===== src/rtl/vp_pred_pipe_pkg.sv =====
`default_nettype none
// ============================================================================
// Module   : vp_pkg
// Purpose  : Shared types for the value-prediction alignment pipeline.
//            pred_lane_t is one lane of one pipeline stage. conf is already
//            reduced to a single confident bit at capture time.
// Revision : 1.0 - initial release
// ============================================================================
package vp_pkg;

  localparam int VP_PC_W = 31;

  typedef struct packed {
    logic [VP_PC_W:1] pc;
    logic [31:0]      result;
    logic             conf;
    logic             valid;
  } pred_lane_t;

endpackage
`default_nettype wire


===== src/rtl/vp_pipe_stage.sv =====
`default_nettype none
// ============================================================================
// Module   : vp_pipe_stage
// Purpose  : One lane-vector register stage of the prediction pipeline.
//            Loads d when not stalled, holds when stalled, and clears every
//            valid bit on flush (flush beats stall).
//            With VP_PRED_BYPASS_EN defined, each valid lane of the entry
//            that will occupy this stage after the edge is compared against
//            all mispredict feedback lanes; on a pc match the result is
//            replaced by the actual value and conf is cleared.
// Ports    : clk, rst (async, active-high), stall, flush
//            d      - lane vector from the previous stage (or capture)
//            fb_*   - mispredict feedback, one entry per lane
//            q      - registered lane vector
// Revision : 1.0 - initial release
// ============================================================================
import vp_pkg::*;

module vp_pipe_stage #(
  parameter int P_NUM_PRED = 2
) (
  input  logic                              clk,
  input  logic                              rst,
  input  logic                              stall,
  input  logic                              flush,
  input  pred_lane_t [P_NUM_PRED-1:0]       d,
  input  logic [P_NUM_PRED-1:0][VP_PC_W:1]  fb_pc,
  input  logic [P_NUM_PRED-1:0][31:0]       fb_actual,
  input  logic [P_NUM_PRED-1:0]             fb_mispredict,
  input  logic [P_NUM_PRED-1:0]             fb_valid,
  output pred_lane_t [P_NUM_PRED-1:0]       q
);

  pred_lane_t [P_NUM_PRED-1:0] nxt;

  always_comb begin
    // Bypass acts on whatever this stage will hold after the edge, so a held
    // entry is corrected during a stall and an advancing entry is corrected
    // on its way in.
    nxt = stall ? q : d;
    for (int i = 0; i < P_NUM_PRED; i++) begin
      if (flush) begin
        nxt[i].valid = 1'b0;
      end
`ifdef VP_PRED_BYPASS_EN
      else if (nxt[i].valid) begin
        // Ascending scan: the last (highest-index) matching feedback lane wins.
        for (int j = 0; j < P_NUM_PRED; j++) begin
          if (fb_valid[j] && fb_mispredict[j] && (fb_pc[j] == nxt[i].pc)) begin
            nxt[i].result = fb_actual[j];
            nxt[i].conf   = 1'b0;
          end
        end
      end
`endif
    end
  end

`ifndef VP_PRED_BYPASS_EN
  // Feedback is not consumed in this build; fold it into a sink.
  logic unused_fb;
  assign unused_fb = ^{fb_pc, fb_actual, fb_mispredict, fb_valid};
`endif

  always_ff @(posedge clk or posedge rst) begin
    if (rst) begin
      q <= '0;
    end else begin
      q <= nxt;
    end
  end

endmodule
`default_nettype wire


===== src/rtl/vp_pred_pipe.sv =====
`default_nettype none
// ============================================================================
// Module   : vp_pred_pipe
// Purpose  : Multi-lane prediction alignment pipeline between a value
//            predictor and decode/execute. Captures F2 predictions, reduces
//            the confidence counter to a confident bit, carries entries
//            through P_DEPTH stages under stall/flush, and presents them at
//            D (stage 1) and E1 (stage P_DEPTH). Counts confident predictions
//            consumed at E1 per lane with saturating counters.
// Config   : VP_PRED_BYPASS_EN - enables mispredict feedback bypass in every
//            stage; when undefined the feedback ports are ignored.
// Ports    : clk_i, rst_i (async, active-high)
//            in_pc_i/in_result_i/in_conf_i/in_valid_i - F2 predictions
//            stall_i, flush_i                         - pipeline control
//            en_e1_i                                  - E1 valid gate
//            fb_pc_i/fb_actual_i/fb_mispredict_i/fb_valid_i - feedback
//            stat_clr_i                               - clear usage counters
//            pred_*_d_o, pred_*_e1_o                  - stage 1 / stage P_DEPTH
//            stat_used_o                              - usage counters
// Revision : 1.0 - initial release
// ============================================================================
import vp_pkg::*;

module vp_pred_pipe #(
  parameter int P_NUM_PRED   = 2,
  parameter int P_CONF_WIDTH = 8,
  parameter int P_CONF_THRES = 255,
  parameter int P_DEPTH      = 2,
  parameter int P_STAT_WIDTH = 16
) (
  input  logic                                   clk_i,
  input  logic                                   rst_i,
  input  logic [P_NUM_PRED-1:0][31:1]            in_pc_i,
  input  logic [P_NUM_PRED-1:0][31:0]            in_result_i,
  input  logic [P_NUM_PRED-1:0][P_CONF_WIDTH-1:0] in_conf_i,
  input  logic [P_NUM_PRED-1:0]                  in_valid_i,
  input  logic                                   stall_i,
  input  logic                                   flush_i,
  input  logic [P_NUM_PRED-1:0]                  en_e1_i,
  input  logic [P_NUM_PRED-1:0][31:1]            fb_pc_i,
  input  logic [P_NUM_PRED-1:0][31:0]            fb_actual_i,
  input  logic [P_NUM_PRED-1:0]                  fb_mispredict_i,
  input  logic [P_NUM_PRED-1:0]                  fb_valid_i,
  input  logic                                   stat_clr_i,
  output logic [P_NUM_PRED-1:0][31:1]            pred_pc_d_o,
  output logic [P_NUM_PRED-1:0][31:0]            pred_result_d_o,
  output logic [P_NUM_PRED-1:0]                  pred_conf_d_o,
  output logic [P_NUM_PRED-1:0]                  pred_valid_d_o,
  output logic [P_NUM_PRED-1:0][31:1]            pred_pc_e1_o,
  output logic [P_NUM_PRED-1:0][31:0]            pred_result_e1_o,
  output logic [P_NUM_PRED-1:0]                  pred_conf_e1_o,
  output logic [P_NUM_PRED-1:0]                  pred_valid_e1_o,
  output logic [P_NUM_PRED-1:0][P_STAT_WIDTH-1:0] stat_used_o
);

  localparam logic [P_CONF_WIDTH-1:0] CONF_THRES = P_CONF_WIDTH'(P_CONF_THRES);

  pred_lane_t [P_NUM_PRED-1:0] cap;
  pred_lane_t [P_NUM_PRED-1:0] stg [1:P_DEPTH];
  logic [P_NUM_PRED-1:0]                   stat_inc;
  logic [P_NUM_PRED-1:0][P_STAT_WIDTH-1:0] stat_cnt;

  // Capture: reduce the wide confidence counter to a single bit.
  always_comb begin
    for (int i = 0; i < P_NUM_PRED; i++) begin
      cap[i].pc     = in_pc_i[i];
      cap[i].result = in_result_i[i];
      cap[i].conf   = (in_conf_i[i] >= CONF_THRES);
      cap[i].valid  = in_valid_i[i];
    end
  end

  for (genvar k = 1; k <= P_DEPTH; k++) begin : g_stage
    if (k == 1) begin : g_first
      vp_pipe_stage #(.P_NUM_PRED(P_NUM_PRED)) u_stage (
        .clk           (clk_i),
        .rst           (rst_i),
        .stall         (stall_i),
        .flush         (flush_i),
        .d             (cap),
        .fb_pc         (fb_pc_i),
        .fb_actual     (fb_actual_i),
        .fb_mispredict (fb_mispredict_i),
        .fb_valid      (fb_valid_i),
        .q             (stg[k])
      );
    end else begin : g_next
      vp_pipe_stage #(.P_NUM_PRED(P_NUM_PRED)) u_stage (
        .clk           (clk_i),
        .rst           (rst_i),
        .stall         (stall_i),
        .flush         (flush_i),
        .d             (stg[k-1]),
        .fb_pc         (fb_pc_i),
        .fb_actual     (fb_actual_i),
        .fb_mispredict (fb_mispredict_i),
        .fb_valid      (fb_valid_i),
        .q             (stg[k])
      );
    end
  end

  // E1 valid is gated combinationally by the per-lane enable so the consumer
  // can refuse a prediction in the same cycle.
  always_comb begin
    for (int i = 0; i < P_NUM_PRED; i++) begin
      pred_pc_d_o[i]      = stg[1][i].pc;
      pred_result_d_o[i]  = stg[1][i].result;
      pred_conf_d_o[i]    = stg[1][i].conf;
      pred_valid_d_o[i]   = stg[1][i].valid;
      pred_pc_e1_o[i]     = stg[P_DEPTH][i].pc;
      pred_result_e1_o[i] = stg[P_DEPTH][i].result;
      pred_conf_e1_o[i]   = stg[P_DEPTH][i].conf;
      pred_valid_e1_o[i]  = stg[P_DEPTH][i].valid & en_e1_i[i];
      stat_inc[i]         = stg[P_DEPTH][i].valid & en_e1_i[i]
                          & stg[P_DEPTH][i].conf & ~stall_i;
    end
  end

  // Saturating usage counters; clear beats increment.
  always_ff @(posedge clk_i or posedge rst_i) begin
    if (rst_i) begin
      stat_cnt <= '0;
    end else begin
      for (int i = 0; i < P_NUM_PRED; i++) begin
        if (stat_clr_i) begin
          stat_cnt[i] <= '0;
        end else if (stat_inc[i] && (stat_cnt[i] != '1)) begin
          stat_cnt[i] <= stat_cnt[i] + 1'b1;
        end
      end
    end
  end

  assign stat_used_o = stat_cnt;

endmodule
`default_nettype wire


===== config.mk =====
export PLATFORM = sky130hd
export DESIGN_NAME = vp_pred_pipe
export DESIGN_NICKNAME = d
export VERILOG_FILES = /design/src/rtl/vp_pred_pipe_pkg.sv /design/src/rtl/vp_pipe_stage.sv /design/src/rtl/vp_pred_pipe.sv
export SDC_FILE = /design/constraint.sdc
export NUM_CORES = 1
export LEC_CHECK = 0
export ABC_AREA = 1
export CORE_AREA = 3 3 225 227
export DETAILED_ROUTE_END_ITERATION = 6
export DIE_AREA = 0 0 228 230
export SLEW_MARGIN = 40
export SYNTH_ARGS = -nofsm -noshare
export SYNTH_HDL_FRONTEND = slang
export SYNTH_SLANG_ARGS = --single-unit
export TNS_END_PERCENT = 30

===== constraint.sdc =====
create_clock -name clk_i -period 17.4 [get_ports clk_i]
set_input_delay 2.61 -clock clk_i [delete_from_list [all_inputs] [get_ports clk_i]]
set_output_delay 2.61 -clock clk_i [all_outputs]
set_load 0.02 [all_outputs]

Word level (Yosys, flattened, before mapping)

Index checks and enable logic that the tools add are counted.

Add/subtract/negate cells: 2
Magnitude comparators: 2
Eq/ne operators: 3
Mux-type cells: 10
Bitwise logic cells: 7
Reduce and logical (&&, ||, !) cells: 4

Operator list:

| operator                                       | count |
|---|---|
| 2-to-1 mux 66 bit                              | 2 |
| 2-to-1 mux 16 bit                              | 4 |
| adder 16 x 1 -> 16 bit (second input constant) | 2 |
| != test 16 bit (second input constant)         | 2 |
| >= comparator 8 bit (second input constant)    | 2 |
| bitwise AND 1 bit                              | 6 |
| 2-to-1 mux 1 bit                               | 4 |
| nonzero test 2 bit                             | 2 |
| logical AND 1 bit                              | 2 |
| != test 2 x 1 -> 1 bit (second input constant) | 1 |
| NOT 1 bit                                      | 1 |

Register bits after elaboration: 292
Bits of input ports: 281
Output and inout bits: 292
Word-level logic and storage cells: 46

Logic depth before layout (Yosys ltp)

Gate-level depths: netlist (run 1).

Depth after elaboration: 6
Mapped depth: 9
Gate-level depth less buffers: 9

Hierarchy

A second synthesis (run 1) with hierarchy kept.

Cells, all modules: 1,416
Area total of the unflattened synthesis: 12,899.9 sq um

By module, submodules not included:

| module        | times used | cells each | area each (sq um) | sequential area each (sq um) |
|---|---|---|---|---|
| vp_pipe_stage | 2          | 552        | 5,393.9           | 3,253.1 |
| vp_pred_pipe  | 1          | 312        | 2,112.0           | 800.8 |

Worst setup path before layout (run 1)

No wires, ideal clock.

Kind: input to output
Start point: input port en_e1_i[1]
End point: output port pred_valid_e1_o[1]
Data arrival time: 2.827 ns
Data required time: 14.790 ns
Setup slack: 11.963 ns
Stages: 2
Path buffers: 0
Cell sequence: nand2_1 -> inv_1

Word-level cells in the longest chain between the ends: 1

Ends and longest elaborated chain:

| element           | RTL line            | RTL |
|---|---|---|
| from (decl)       | vp_pred_pipe.sv:39  | `input logic [P_NUM_PRED-1:0] en_e1_i,` |
| bitwise AND 1 bit | vp_pred_pipe.sv:114 | `pred_valid_e1_o[i] = stg[P_DEPTH][i].valid & en_e1_i[i];` |
| to (decl)         | vp_pred_pipe.sv:52  | `output logic [P_NUM_PRED-1:0] pred_valid_e1_o,` |

No other way between the ends.

Final worst setup path (run 1)

Same ends and word-level chain as after synthesis.

==> results.sh, run 1 <==
export IMPL_status="complete, no violations"
export IMPL_path_class="primary input to output port"
export IMPL_synth_seq_cells=292
export IMPL_synth_main_ff_cell="dfrtp_1"
export IMPL_cts_buffers=36
export IMPL_grt_total_usage=0.141
export IMPL_n_antenna_cell=0
export IMPL_rsz0062_at_grt="false"
export IMPL_tns_ns=0
export IMPL_yosysUniqueCellTypes=26
export IMPL_max_slew_worst_pin_slew_ns=0.790
export IMPL_period_share=0.370
export IMPL_grt_pass1_vias=10400
export IMPL_core_sq_um=48800
export IMPL_worst_path_max_fanout=2
export IMPL_first_pass_iters=5
export IMPL_synth_area_leaders="dfrtp_1, nand2_1, o21ai_0"
export IMPL_synthCells=1438
export IMPL_swShare=0.271
export IMPL_synthMuxAreaShare=0
export IMPL_wl_met2_um=16900
export IMPL_port_buffers=442
export IMPL_met3_wirelength_um=3490
export IMPL_ys_seq_area_frac=0.569
export IMPL_grt_max_degree=93
export IMPL_seqPwrFrac=0.415
export IMPL_p_switching_uw=505
export IMPL_combPwrFrac=0.184
export IMPL_worstPathRequired_ns=14.79
export IMPL_viasPerCell=4.19
export IMPL_relSlewSlack=0.473
export IMPL_yosysTopAreaCell="dfrtp_1"
export IMPL_drt_antenna_violating_nets=0
export IMPL_synth_simple_area_share=0.171
export IMPL_drtIter0Drc=422
export IMPL_peakVddDrop_mv=0.0754
export IMPL_cts_sinks=292
export IMPL_avgSynthCellArea_sq_um=8.93
export IMPL_ctsHoldBuffers=0
export IMPL_start_util=0.263
export IMPL_die_h_um=230
export IMPL_synth_top_family_by_area="simple AND/OR/NAND/NOR gates"
export IMPL_pin_count=573
export IMPL_dieArea_sq_um=52400
export IMPL_antenna_found_initial=0
export IMPL_drc=0
export IMPL_hp_class="flip-flop to flip-flop"
export IMPL_nets=2020
export IMPL_cts_max_path_buffers=3
export IMPL_p_clk_frac=0.402
export IMPL_yosysWarningCount=0
export IMPL_gp_congestion=0.844
export IMPL_hpwl_um=27200
export IMPL_synth_xor_area_share=0.00818
export IMPL_p_per_area_nw_per_um2=103
export IMPL_cts_htree_levels=2
export IMPL_crit_path_start_kind="primary input"
export IMPL_clock_skew_ns=0.00732
export IMPL_post_drt_wl_per_cell_um=15.5
export IMPL_synth_compound_area_share=0.102
export IMPL_slew_violations=0
export IMPL_syn_nets=1721
export IMPL_dr_total_vias=10200
export IMPL_p_int_mw=1.36
export IMPL_ctsResizeCount=0
export IMPL_cts_tree="yes"
export IMPL_synth_edf_count=0
export IMPL_cts_clk_slew_worst_paths_ns=0.05
export IMPL_drt_met1_wl_um=16400
export IMPL_grt_overflow_total=0
export IMPL_async_flop_share=1.00
export IMPL_finalCoreUtilization=0.371
export IMPL_std_cell_rows=81
export IMPL_synth_adder_area_share=0.00195
export IMPL_clk_latency_ns=0.52
export IMPL_endpoint_kind="output port"
export IMPL_layout_common_cells="clkdlybuf4s50_1, nand2_1, dfrtp_1, o21ai_0, inv_1"
export IMPL_min_period_ns=6.44
export IMPL_wl_um=37600
export IMPL_place_ws_ns=10.96
export IMPL_final_common_cell="clkdlybuf4s50_1"
export IMPL_p_leak_nw=8.09
export IMPL_synthesis_area_sq_um=12800
export IMPL_final_hold_viol_count=0
export IMPL_cts_setup_buffers=0
export IMPL_highest_layer="met4"
export IMPL_drive_gt1_frac=0.0545
export IMPL_die_w_um=228
export IMPL_grt_pass1_wl_um=59200
export IMPL_worstPathArrival_ns=3.83
export IMPL_max_freq_mhz=155
export IMPL_area_growth_pct=41.1
export IMPL_fin_ws_ns=10.96
export IMPL_cts_root_buf="clkbuf_16"
export IMPL_setup_viol=0
export IMPL_synthDominantCellAreaShare=0.569
export IMPL_drv_cap=0
-- state kept, by name (all words and copies together), names as in the netlist --
name                       count
g_stage.g_first.u_stage.q    130
stat_used_o                   32
g_stage.g_next.u_stage.q     130
-- final cells by class --
class	instances	area [sq um]
timing repair buffer	452	4540
sequential	292	7310
inverter	161	619
clock inverter	6	80.1
multi-input combinational	794	3640
tap	664	831
fill	5007	30700
clock buffer	55	1110
-- synth_stat cells (4+ instances only) --
library cell,n
clkbuf_1,29
nand4_1,8
nand3b_1,9
nand2_1,398
nand3_1,57
buf_2,19
xor2_1,10
nor2_2,10
buf_6,4
nor2_1,22
buf_4,139
dfrtp_1,292
o21ai_0,244
inv_1,158
o21ai_1,12
nand2_2,7
nor2_4,7
-- stage by stage --
| step | area, sq um | hold WS [ns] | std cells | power [mW] |
|---|---|---|---|---|
| 2_1_floorplan | 12800 | 0.447 | 1438 | 0.978 |
| 3_3_place_gp | 16900 | 0.459 | 2361 | 1.13 |
| 3_5_place_dp | 16900 | 0.462 | 2362 | 1.13 |
| 4_1_cts | 18100 | 0.476 | 2423 | 1.90 |
| 5_1_grt | 18100 | 0.508 | 2424 | 1.96 |
| 6_report | 18100 | 0.469 | 2424 | 1.87 |
-- layer usage --
layer | up-vias | global-route usage
met5 | - | 0
met4 | 0 | 0.0381
met3 | 51 | 0.0579
met2 | 329 | 0.223
met1 | 4805 | 0.179
li1 | 4978 | -
-- worst paths after layout --
| kind | cells past startpoint | slack, ns | from | endpoint |
|---|---|---|---|---|
| max | 4 | 10.96 | en_e1_i[1] | pred_valid_e1_o[1] |
| min in group asynchronous | 2 | 2.56 | rst_i | g_stage[1].g_first.u_stage.q[44] |
| max in group asynchronous | 5 | 13.04 | rst_i | g_stage[2].g_next.u_stage.q[16] |
| max reg2reg | 8 | 15.64 | stat_used_o[16] | stat_used_o[17] |
| min reg2reg | 2 | 0.47 | g_stage[2].g_next.u_stage.q[92] | g_stage[2].g_next.u_stage.q[92] |
| min | 2 | 0.47 | g_stage[2].g_next.u_stage.q[92] | g_stage[2].g_next.u_stage.q[92] |
-- power groups by stage --
stage,logic [mW],registers (mW),clock network [mW]
3_5_place_dp,0.346,0.785,0
3_3_place_gp,0.343,0.783,0
4_1_cts,0.348,0.775,0.777
2_1_floorplan,0.166,0.812,0
6_report,0.343,0.774,0.749
5_1_grt,0.370,0.782,0.805
-- critical path, cell delays in order --
cell and delay (ns):
clkdlybuf4s50_1 0.45, nand2_1 0.05, inv_1 0.10, clkdlybuf4s50_1 0.62
-- cell families (layout without fill, tap and decap cells) --
family,Yosys count,after routing
adder cells (fa/ha/maj),2,2
flip-flops,292,292
AND/OR/NAND/NOR,521,521
AO/OA/AOI/OAI,259,259
XOR/XNOR,12,12
buffers and inverters,352,674
(Power assumes the default switching activity.)
==> run 2, diff against run 1 <==
- CORE_AREA: 3 3 225 227 -> 3 3 224 226
- DIE_AREA: 0 0 228 230 -> 0 0 227 229
- clock period: 17.4 -> 5.2 ns (I/O delays scaled with it)
==> run 2 against run 1 <==
Compared with the run above:
- flip-flop and latch count unchanged
- via count rose by 0.80%
- first-iteration DRC count increased by 23%
- largest power group is now the clock network
- power grew to 3.4 times the previous value
- cell count down 1.5%
- combinational power rose to 3.3 times the previous value
- clock power increased to 3.5 times the previous value
- largest cell class unchanged
- worst setup slack lost 8.6 ns
- sequential share of layout area down 0.092 points
- highest routed layer is now met5
==> results.sh, run 2 (synthesis results as in run 1) <==
export IMPL_hp_class="flip-flop to flip-flop"
export IMPL_std_cell_rows=81
export IMPL_clk_latency_ns=0.54
export IMPL_wl_um=38400
export IMPL_rsz0062_at_grt="false"
export IMPL_drive_gt1_frac=0.0578
export IMPL_max_slew_worst_pin_slew_ns=0.920
export IMPL_grt_max_degree=177
export IMPL_finalCoreUtilization=0.374
export IMPL_worstPathRequired_ns=4.42
export IMPL_pin_count=573
export IMPL_max_freq_mhz=358
export IMPL_cts_tree="yes"
export IMPL_grt_pass1_vias=10300
export IMPL_clock_skew_ns=0.0135
export IMPL_grt_met2_usage=0.226
export IMPL_nets=2019
export IMPL_tns_ns=0
export IMPL_die_h_um=229
export IMPL_status="complete, no violations"
export IMPL_core_sq_um=48500
export IMPL_final_hold_viol_count=0
export IMPL_cts_root_buf="clkbuf_16"
export IMPL_fillCellCount=4869
export IMPL_setup_viol=0
export IMPL_grt_total_usage=0.145
export IMPL_layout_common_cells="clkdlybuf4s50_1, nand2_1, dfrtp_1, o21ai_0, inv_1"
export IMPL_regArea_sq_um=7310
export IMPL_n_antenna_cell=0
export IMPL_dieArea_sq_um=52000
export IMPL_first_pass_iters=4
export IMPL_cts_clk_slew_worst_paths_ns=0.05
export IMPL_post_drt_wl_per_cell_um=16.1
export IMPL_p_leak_nw=8.12
export IMPL_met1_usage=0.182
export IMPL_worstPathArrival_ns=2.01
export IMPL_slew_violations=0
export IMPL_cts_htree_levels=2
export IMPL_path_class="primary input to output port"
export IMPL_antenna_found_initial=4
export IMPL_port_buffers=442
export IMPL_hpwl_um=27300
export IMPL_multi_input_area_sq_um=3640
export IMPL_gp_congestion=0.847
export IMPL_die_w_um=227
export IMPL_ctsResizeCount=0
export IMPL_ctsHoldBuffers=0
export IMPL_drt_antenna_violating_nets=0
export IMPL_cts_buffers=38
export IMPL_relSlewSlack=0.387
export IMPL_p_per_area_nw_per_um2=351
export IMPL_min_period_ns=2.79
export IMPL_cts_sinks=292
export IMPL_grt_met3_usage=0.0668
export IMPL_cts_max_path_buffers=3
export IMPL_reg2regPathDepth=8
export IMPL_dr_total_vias=10200
export IMPL_drtIter0Drc=521
export IMPL_min_delay_path_depth=2
export IMPL_drv_cap=0
export IMPL_viasPerCell=4.29
export IMPL_endpoint_kind="output port"
export IMPL_area_growth_pct=41.5
export IMPL_peakVddDrop_mv=0.232
export IMPL_drc=0
export IMPL_period_share=0.537
export IMPL_grt_overflow_total=0
export IMPL_start_util=0.265
export IMPL_crit_path_start_kind="primary input"
export IMPL_worst_path_max_fanout=2
export IMPL_busiest_layer="met2"
export IMPL_final_common_cell="clkdlybuf4s50_1"
export IMPL_grt_pass1_wl_um=59700
export IMPL_cts_setup_buffers=0
## run 2: routing by layer
layer / part of all wire / vias up
met3: 0.11 / 60
met2: 0.44 / 351
met1: 0.42 / 4845
li1: - / 4984
met5: 0.00089 / -
met4: 0.021 / 4
## run 2: final timing paths
check | from | endpoint | slack [ns]
min reg2reg | g_stage[2].g_next.u_stage.q[92] | g_stage[2].g_next.u_stage.q[92] | 0.47
min | g_stage[2].g_next.u_stage.q[92] | g_stage[2].g_next.u_stage.q[92] | 0.47
max reg2reg | stat_used_o[0] | stat_used_o[1] | 3.52
min in group asynchronous | rst_i | g_stage[1].g_first.u_stage.q[11] | 0.56
max | en_e1_i[1] | pred_valid_e1_o[1] | 2.41
max in group asynchronous | rst_i | g_stage[2].g_next.u_stage.q[98] | 3.41
## run 2: layout make-up
class | instances | area share
clock buffer | 56 | 0.0627
clock inverter | 14 | 0.00840
inverter | 161 | 0.0339
multi-input combinational | 794 | 0.200
sequential | 292 | 0.402
tap | 622 | 0.0428
timing repair buffer | 449 | 0.250
## run 2: power breakdown
group          internal (mW)  switching (mW)
sequential              2.47           0.118
combinational          0.517           0.626
clock                   1.63            1.02
## run 2: metrics by stage
step / hold slack [ns] / worst slack, ns / area, sq um / total power, mW / std cells
4_1_cts: 0.481 / 2.39 / 18200 / 6.50 / 2387
3_5_place_dp: 0.466 / 2.40 / 16900 / 3.78 / 2317
2_1_floorplan: 0.447 / 0.545 / 12800 / 3.27 / 1438
6_report: 0.474 / 2.41 / 18200 / 6.38 / 2388
5_1_grt: 0.499 / 2.35 / 18200 / 6.69 / 2388
3_3_place_gp: 0.460 / 2.39 / 16900 / 3.77 / 2317
## run 2: worst max-delay path, stage by stage
cell and delay, ns:
clkdlybuf4s50_1 0.46, nand2_1 0.05, inv_1 0.10, clkdlybuf4s50_1 0.63
